File: config.mk
export PLATFORM = sky130hd
export DESIGN_NAME = serial_add_ctrl
export DESIGN_NICKNAME = d
export VERILOG_FILES = /design/src/rtl/serial_add_ctrl.sv
export SDC_FILE = /design/constraint.sdc
export NUM_CORES = 1
export LEC_CHECK = 0
export ABC_CLOCK_PERIOD_IN_PS = 2600
export CAP_MARGIN = 20
export CELL_PAD_IN_SITES_DETAIL_PLACEMENT = 0
export CELL_PAD_IN_SITES_GLOBAL_PLACEMENT = 1
export CORE_MARGIN = 2
export CORE_UTILIZATION = 45
export CTS_CLUSTER_SIZE = 8
export DETAILED_ROUTE_END_ITERATION = 16
export DONT_BUFFER_PORTS = 1
export GPL_TIMING_DRIVEN = 0
export PLACE_DENSITY = 0.82
export SYNTH_ARGS = -nofsm -noshare
export SYNTH_HDL_FRONTEND = slang
export SYNTH_SLANG_ARGS = --single-unit
File: constraint.sdc
create_clock -name clk -period 2.6 [get_ports clk]
set_input_delay 0.52 -clock clk [delete_from_list [all_inputs] [get_ports clk]]
set_output_delay 0.52 -clock clk [all_outputs]
set_load 0.02 [all_outputs]
File: src/rtl/serial_add_ctrl.sv
// Bit-serial adder controller: round-robin grant of two requesters onto one fa_1bit, WIDTH+2 cycles per op.
// Requests are sampled only in IDLE; optional subtract mode via SERIAL_ADD_CTRL_SUB_EN (adds sub0/sub1).

module ha_1bit (
   input  logic a,
   input  logic b,
   output logic sum,
   output logic cout
);
   assign sum  = a ^ b;
   assign cout = a & b;
endmodule

module fa_1bit (
   input  logic a,
   input  logic b,
   input  logic cin,
   output logic sum,
   output logic cout
);
   logic s1;
   logic c1;
   logic c2;

   ha_1bit u_ha0 (.a(a),  .b(b),   .sum(s1),  .cout(c1));
   ha_1bit u_ha1 (.a(s1), .b(cin), .sum(sum), .cout(c2));

   assign cout = c1 | c2;
endmodule

module serial_add_ctrl #(
   parameter int WIDTH = 8
) (
   input  logic             clk,
   input  logic             rst_n,
   input  logic             req0,
   input  logic             req1,
   input  logic [WIDTH-1:0] a0,
   input  logic [WIDTH-1:0] b0,
   input  logic [WIDTH-1:0] a1,
   input  logic [WIDTH-1:0] b1,
`ifdef SERIAL_ADD_CTRL_SUB_EN
   input  logic             sub0,
   input  logic             sub1,
`endif
   output logic             ack0,
   output logic             ack1,
   output logic             busy,
   output logic             owner,
   output logic [WIDTH-1:0] sum,
   output logic             cout
);
   localparam int CW = (WIDTH > 1) ? $clog2(WIDTH) : 1;
   localparam logic [CW-1:0] LAST_STEP = CW'(WIDTH - 1);

   typedef enum logic [1:0] {
      IDLE = 2'd0,
      RUN  = 2'd1,
      DONE = 2'd2
   } state_t;

   state_t state;
   state_t state_nxt;

   logic [WIDTH-1:0] sa;
   logic [WIDTH-1:0] sb;
   logic [WIDTH-2:0] res;
   logic [WIDTH-1:0] res_sh;
   logic             carry;
   logic [CW-1:0]    cnt;
   logic             last;

   logic             grant;
   logic             winner;
   logic             step;
   logic             finish;
   logic [WIDTH-1:0] a_sel;
   logic [WIDTH-1:0] b_sel;
   logic             sub_sel;
   logic             fa_sum;
   logic             fa_cout;

   always_comb begin
      state_nxt = state;
      grant     = 1'b0;
      winner    = 1'b0;
      step      = 1'b0;
      finish    = 1'b0;
      case (state)
         IDLE: begin
            if (req0 || req1) begin
               grant     = 1'b1;
               // On a tie the requester not served last time wins
               winner    = (req0 && req1) ? ~last : req1;
               state_nxt = RUN;
            end
         end
         RUN: begin
            step = 1'b1;
            if (cnt == LAST_STEP) begin
               finish    = 1'b1;
               state_nxt = DONE;
            end
         end
         DONE:    state_nxt = IDLE;
         default: state_nxt = IDLE;
      endcase
   end

   always_ff @(posedge clk or negedge rst_n) begin
      if (!rst_n) state <= IDLE;
      else        state <= state_nxt;
   end

   assign a_sel = winner ? a1 : a0;
   assign b_sel = winner ? b1 : b0;
`ifdef SERIAL_ADD_CTRL_SUB_EN
   assign sub_sel = winner ? sub1 : sub0;
`else
   assign sub_sel = 1'b0;
`endif

   fa_1bit u_fa (
      .a    (sa[0]),
      .b    (sb[0]),
      .cin  (carry),
      .sum  (fa_sum),
      .cout (fa_cout)
   );

   // New bit enters MSB-side; after WIDTH steps the word is LSB-aligned
   assign res_sh = {fa_sum, res};

   always_ff @(posedge clk or negedge rst_n) begin
      if (!rst_n) begin
         sa    <= '0;
         sb    <= '0;
         res   <= '0;
         carry <= 1'b0;
         cnt   <= '0;
         last  <= 1'b1;
         owner <= 1'b0;
         sum   <= '0;
         cout  <= 1'b0;
         ack0  <= 1'b0;
         ack1  <= 1'b0;
         busy  <= 1'b0;
      end else begin
         if (grant) begin
            sa    <= a_sel;
            sb    <= b_sel ^ {WIDTH{sub_sel}};
            carry <= sub_sel;
            cnt   <= '0;
            owner <= winner;
            last  <= winner;
         end else if (step) begin
            sa    <= sa >> 1;
            sb    <= sb >> 1;
            res   <= res_sh[WIDTH-1:1];
            carry <= fa_cout;
            cnt   <= cnt + 1'b1;
         end
         if (finish) begin
            sum  <= res_sh;
            cout <= fa_cout;
         end
         ack0 <= finish & ~owner;
         ack1 <= finish &  owner;
         busy <= (state_nxt != IDLE);
      end
   end
endmodule

==> flow_summary.yaml, run 1 <==
logic_synthesis:
  synth_commonest_cells: "dfrtp_1, nand2_1, a21oi_1, nor2_1"
  yosysSeqAreaShare_pct: 53.9
  ys_ff_latch: 43
  synthCells: 183
  synth_fp_nets: 222
  synth_cell_types: 32
  yosys_warnings: 0
  postSynth.asyncResetShare_pct: 100
  synth_edf_count: 0
  synth-main-ff-cell: "dfrtp_1"
  yosysMostFrequentCell: "dfrtp_1"
  syn_avg_cell_area_um2: 10.9
  synthMuxAreaShare_pct: 6.07
  yosysTopAreaCell: "dfrtp_1"
  yosys.area_share.simple_pct: 11.9
  synth.top_cell.area_share_pct: 52.6
  synth_area_leaders: "dfrtp_1, nand2_1, a2bb2oi_1"
  netlist_area_um2: 2000
  synth_top_family_by_area: "compound AO/OA/AOI/OAI gates"
  synth_compound_area_share_pct: 19.3
  synthXorXnorAreaFrac_pct: 0
  synthAdderAreaFrac_pct: 2.25
floorplanning:
  ios: 49
  rows: 24
  fp.dieW_um: 70.6
  core_area_um2: 4320
  fp.dieH_um: 70.6
  start_util_pct: 46.2
  dieArea_um2: 4990
critical_path:
  worstPathArrival_ns: 1.84
  cp_max_fo: 10
  worst-setup-path-type: "flop to flop"
  required_ns: 2.78
  rrSetupSlack_ns: 0.94
  start_kind: "flop"
  critPathCaptureType: "flop"
sta:
  rsz0062_at_grt: "no"
  fin_skew_ns: 0.00658
  max_freq_mhz: 601
  worst_slew_pin_slew_ns: 0.480
  max_slew_margin_pct: 68.0
  setup_viol: 0
  finalSetupTns_ns: 0
  period_needed_ns: 1.66
  fin_crit_sh_pct: 64.0
  hold_viol: 0
  slew_violations: 0
routing:
  wl_met3_um: 239
  via_per_inst: 5.83
  wl_per_cell_um: 16.5
  drt-pass1-iter-count: 4
  vias: 1422
  top_layer: "met4"
  drc_errors: 0
  antenna_left: 0
  wl_met1_um: 1790
  first_iter_violations: 74
  met2WireLength_um: 1950
  wl_um: 4040
cts:
  cts_setup_buffers: 0
  cts-root-buf: "clkbuf_8"
  cts_tree: "yes"
  cts_sinks: 43
  holdBufCountCts: 1
  cts.reportedPaths.clkPinSlew_ns: 0.08
  cts_resized: 0
  max-clock-path-buffers: 2
  cts.htree.levels: 2
  numCtsBuffers: 5
  clk-insertion-delay-late_ns: 0.29
pwr:
  pwr_density_cell_nw_per_um2: 1180
  ir_drop_mv: 0.546
  power_leakage_nw: 1.02
final_layout:
  drive_above_1_share_pct: 17.2
  fill_cells: 404
  fin_util_pct: 50.6
  seq_area_um2: 1080
  stdcell_count: 244
  multi_input_area_um2: 790
  diodes: 0
  syn2layout_area_growth_pct: 9.46
  nNetsFinal: 230
global_routing:
  grt_util_all_layers_pct: 17.0
  grt_overflow_total: 0
  grt_pass1_vias: 1422
  grt_start_max_net_pins: 43
  grt_antenna_before_repair: 0
  grt_pass1_wl_um: 6640
place:
  dp_cells: 235
  io_buffers: 0
  finalWeightedCongestion: 0.825
  place_hpwl_um: 2830
outcome:
  outcome: "finished clean"
run:
  drv_cap: 0
hold_path:
  worstHoldPathType: "input port to async pin"
## area by class of cell
class	instances	area share, %
buffer	15	5.43
clock buffer	7	4.41
clock inverter	1	0.343
inverter	2	0.572
multi-input combinational	123	36.1
sequential	43	49.3
tap	52	2.97
timing repair buffer	1	0.915
## cells in the final DEF, fill, tap and decap left out
cell type | netlist | final
and2_0 | 1 | 1
a22o_1 | 2 | 2
a21o_1 | 2 | 2
o21ai_1 | 2 | 2
a2bb2oi_1 | 12 | 12
or2_1 | 1 | 1
a32oi_1 | 12 | 12
buf_6 | 5 | 5
fa_1 | 1 | 1
o21ai_0 | 1 | 1
buf_12 | 1 | 2
clkinvlp_4 | 0 | 1
and2b_1 | 1 | 1
a21boi_4 | 1 | 1
inv_1 | 1 | 1
o21ai_2 | 1 | 1
nor2_1 | 16 | 16
dfrtp_1 | 42 | 42
buf_4 | 1 | 1
and3_1 | 1 | 1
dfstp_2 | 1 | 1
clkbuf_8 | 0 | 7
mux2_2 | 9 | 9
buf_2 | 4 | 4
inv_6 | 1 | 1
nand2_1 | 29 | 29
ha_1 | 2 | 2
o211ai_1 | 2 | 2
clkbuf_1 | 4 | 4
nand2b_1 | 2 | 2
mux2i_1 | 2 | 2
nor3_1 | 1 | 1
a21oi_1 | 17 | 17
nand3_1 | 5 | 5
## power by group
| part | total (mW) | leakage [nW] | internal [mW] | switching, mW |
|---|---|---|---|---|
| logic | 0.867 | 0.434 | 0.408 | 0.458 |
| clock network | 0.461 | 0.0505 | 0.241 | 0.220 |
| registers | 1.25 | 0.537 | 0.963 | 0.283 |
## cell families (layout without fill, tap and decap cells)
| family | after synthesis | count (layout) |
|---|---|---|
| AND/OR/NAND/NOR | 57 | 57 |
| AO/OA/AOI/OAI | 52 | 52 |
| flip-flops | 43 | 43 |
| buffers and inverters | 17 | 26 |
| multiplexers | 11 | 11 |
| adder cells (fa/ha/maj) | 3 | 3 |
## worst max-delay path: stages (launching register included)
cell,delay (ns)
dfrtp_1,0.41
ha_1,0.21
ha_1,0.22
nand2_1,0.09
buf_2,0.25
mux2_2,0.37
## sequential cells by signal (all words and copies together) (netlist names)
signal / cells
carry: 1
ack1: 1
state: 2
busy: 1
sa: 8
sum: 8
ack0: 1
res: 7
sb: 8
owner: 1
cnt: 3
cout: 1
last: 1
## final timing paths
| kind | from | endpoint | cells after the start |
|---|---|---|---|
| max in group asynchronous | rst_n | busy | 1 |
| min | rst_n | last | 0 |
| max reg2reg | cnt[0] | sum[5] | 5 |
| min reg2reg | res[0] | res[0] | 2 |
| min in group clk | a0[7] | sa[7] | 2 |
| max | cnt[0] | sum[5] | 5 |
## through the flow
step	hold slack, ns	total power [mW]	worst slack, ns	instance area, um^2
final	0.0583	2.57	0.936	2190
after floorplan	0.224	1.91	1.12	2000
after detailed placement	0.225	2.12	0.926	2060
after global routing	0.0379	2.77	0.874	2190
after global placement	0.226	2.07	0.977	2060
after CTS	0.0450	2.60	0.918	2190
## layer usage
metal	vias to the layer above	track usage, %
met5	-	0
met4	0	7.13
met3	6	6.13
met2	38	26.4
met1	712	21.7
li1	666	-
Note: power is estimated with default switching activity, not from simulation.
==> run 2: changes to the inputs <==
--- a/config.mk
+++ b/config.mk
@@ -5,12 +5,12 @@
 export SDC_FILE = /design/constraint.sdc
 export NUM_CORES = 1
 export LEC_CHECK = 0
-export ABC_CLOCK_PERIOD_IN_PS = 2600
+export ABC_CLOCK_PERIOD_IN_PS = 1500
 export CAP_MARGIN = 20
 export CELL_PAD_IN_SITES_DETAIL_PLACEMENT = 0
 export CELL_PAD_IN_SITES_GLOBAL_PLACEMENT = 1
 export CORE_MARGIN = 2
-export CORE_UTILIZATION = 45
+export CORE_UTILIZATION = 43
 export CTS_CLUSTER_SIZE = 8
 export DETAILED_ROUTE_END_ITERATION = 16
 export DONT_BUFFER_PORTS = 1
==> constraint.sdc (replaced) <==
create_clock -name clk -period 1.5 [get_ports clk]
set_input_delay 0.3 -clock clk [delete_from_list [all_inputs] [get_ports clk]]
set_output_delay 0.3 -clock clk [all_outputs]
set_load 0.02 [all_outputs]
==> run 2 against run 1 <==
Compared with the run above: maximum frequency grew 16%; hold slack gained 0.16 ns; core utilization grew 0.41 points; clock power grew 51%; global-route usage grew 0.56 points; first-iteration DRC count grew 30%; critical path type unchanged; combinational power grew 90%.
==> flow_summary.yaml, run 2 (synthesis results as in run 1) <==
sta:
  setup_viol: 0
  finalHoldWorstSlack_ns: 0.214
  worst_slew_pin_slew_ns: 0.503
  finalSetupTns_ns: 0
  slew_violations: 0
  rsz0062_at_grt: "no"
  period_needed_ns: 1.43
  hold_viol: 0
  fin_skew_ns: 0.00217
  max_freq_mhz: 700
  fin_ws_ns: 0.0717
  fin_crit_sh_pct: 95.2
  max_slew_margin_pct: 66.5
final_layout:
  multi_input_area_um2: 827
  nNetsFinal: 234
  drive_above_1_share_pct: 19.9
  final_cell_mix: "dfrtp_1, nand2_1, a21oi_1"
  diodes: 0
  syn2layout_area_growth_pct: 12.6
  top_regs: "sa: 8 flops, sb: 8 flops, sum: 8 flops"
  seq_area_um2: 1080
  fill_cells: 388
  layout_commonest_cell: "dfrtp_1"
  stdcell_area_um2: 2250
global_routing:
  grt_pass1_wl_um: 7010
  grt_start_max_net_pins: 44
  grt_antenna_before_repair: 0
  grt_pass1_vias: 1454
  grt_overflow_total: 0
  grt_util_all_layers_pct: 17.6
pwr:
  p_int_mw: 2.79
  power.switching_mw: 1.73
  ir_drop_mv: 0.980
  comb_power_share_pct: 36.5
  pwr_density_cell_nw_per_um2: 2010
  seqPwrFrac_pct: 48.1
  p_sw_share_pct: 38.3
  power_leakage_nw: 1.04
  pwr-share-clk_pct: 15.4
  p_total_mw: 4.53
routing:
  drc_errors: 0
  drt-pass1-iter-count: 4
  antenna_left: 0
  via_per_inst: 5.72
  wl_per_cell_um: 17.2
  wl_um: 4260
  first_iter_violations: 96
  vias: 1419
place:
  finalWeightedCongestion: 0.838
  io_buffers: 0
  place_hpwl_um: 2960
  placed_area_um2: 2060
  dpl_worst_slack_ns: -0.133
floorplanning:
  ios: 49
  fp.dieH_um: 72.2
  rows: 24
  dieArea_um2: 5210
  core_area_um2: 4410
  start_util_pct: 45.3
  fp.dieW_um: 72.2
outcome:
  outcome: "finished clean"
critical_path:
  required_ns: 1.67
  cp_max_fo: 5
  critPathCaptureType: "flop"
  worst-setup-path-type: "flop to flop"
  worstPathArrival_ns: 1.60
  start_kind: "flop"
cts:
  cts_tree: "yes"
  cts.reportedPaths.clkPinSlew_ns: 0.08
  cts_sinks: 43
  max-clock-path-buffers: 2
  cts.htree.levels: 2
  numCtsBuffers: 5
  clk-insertion-delay-late_ns: 0.29
  cts-root-buf: "clkbuf_8"
run:
  drv_cap: 0
hold_path:
  worstHoldPathType: "input port to flop"
-- run 2: cell types whose count changed in the layout (fill, tap and decap cells not counted), moves of 2 or more --
cell	before	now
buf_2	4	2
clkbuf_1	4	6
buf_4	1	3
clkbuf_8	7	5
buf_6	5	8
ha_1	2	0
-- run 2: timing repair --
action | CTS | global route
hold endpoints to repair | 43 | 0
pin swaps | 1 | 1
hold buffers | 2 | 0
setup buffers | 2 | 0
gates resized for setup | 9 | 6
gates cloned | 1 | 0
endpoints found under the setup margin | 19 | 17
-- run 2: path summary, 6_finish.rpt --
| path | startpoint | end | slack (ns) | cells past startpoint |
|---|---|---|---|---|
| hold / removal | b0[7] | sb[7] | 0.21 | 2 |
| setup reg to reg | cnt[0] | cout | 0.07 | 5 |
| hold reg to reg | res[0] | res[0] | 0.48 | 2 |
| max in group asynchronous | rst_n | last | 0.78 | 2 |
| setup / recovery | cnt[0] | cout | 0.07 | 5 |
| min in group asynchronous | rst_n | sum[2] | 0.45 | 2 |
-- run 2: metal layers --
metal	vias up	global-route usage, %	wire length, um
met5	-	0	0
met4	0	4.61	48
met3	4	5.56	356
met2	56	26.1	1990
met1	685	25.0	1860
li1	674	-	-
-- run 2: worst max-delay path: stages, from the launching register on --
cell     delay [ns]
dfrtp_1        0.40
ha_2           0.20
ha_4           0.17
nand2_4        0.08
buf_6          0.13
mux2_2         0.33
-- run 2: per-stage QoR --
stage               std cells  util (%)
global route              248      51.0
CTS                       248      50.3
global placement          235      46.7
finish                    248      51.0
floorplan                 183         -
detailed placement        235      46.7
-- run 2: cell type report --
cell class | count | area share, %
clock inverter | 1 | 0.222
sequential | 43 | 47.9
multi-input combinational | 123 | 36.7
timing repair buffer | 5 | 2.50
tap | 52 | 2.89
inverter | 2 | 0.556
clock buffer | 7 | 3.39
buffer | 15 | 5.84
-- run 2: power groups by stage --
stage	clock [mW]	sequential [mW]	combinational (mW)
after floorplan	0	2.09	1.21
after global placement	0	2.16	1.43
after detailed placement	0	2.19	1.49
after CTS	0.719	2.17	1.61
after global routing	0.767	2.24	1.86
final	0.697	2.18	1.65
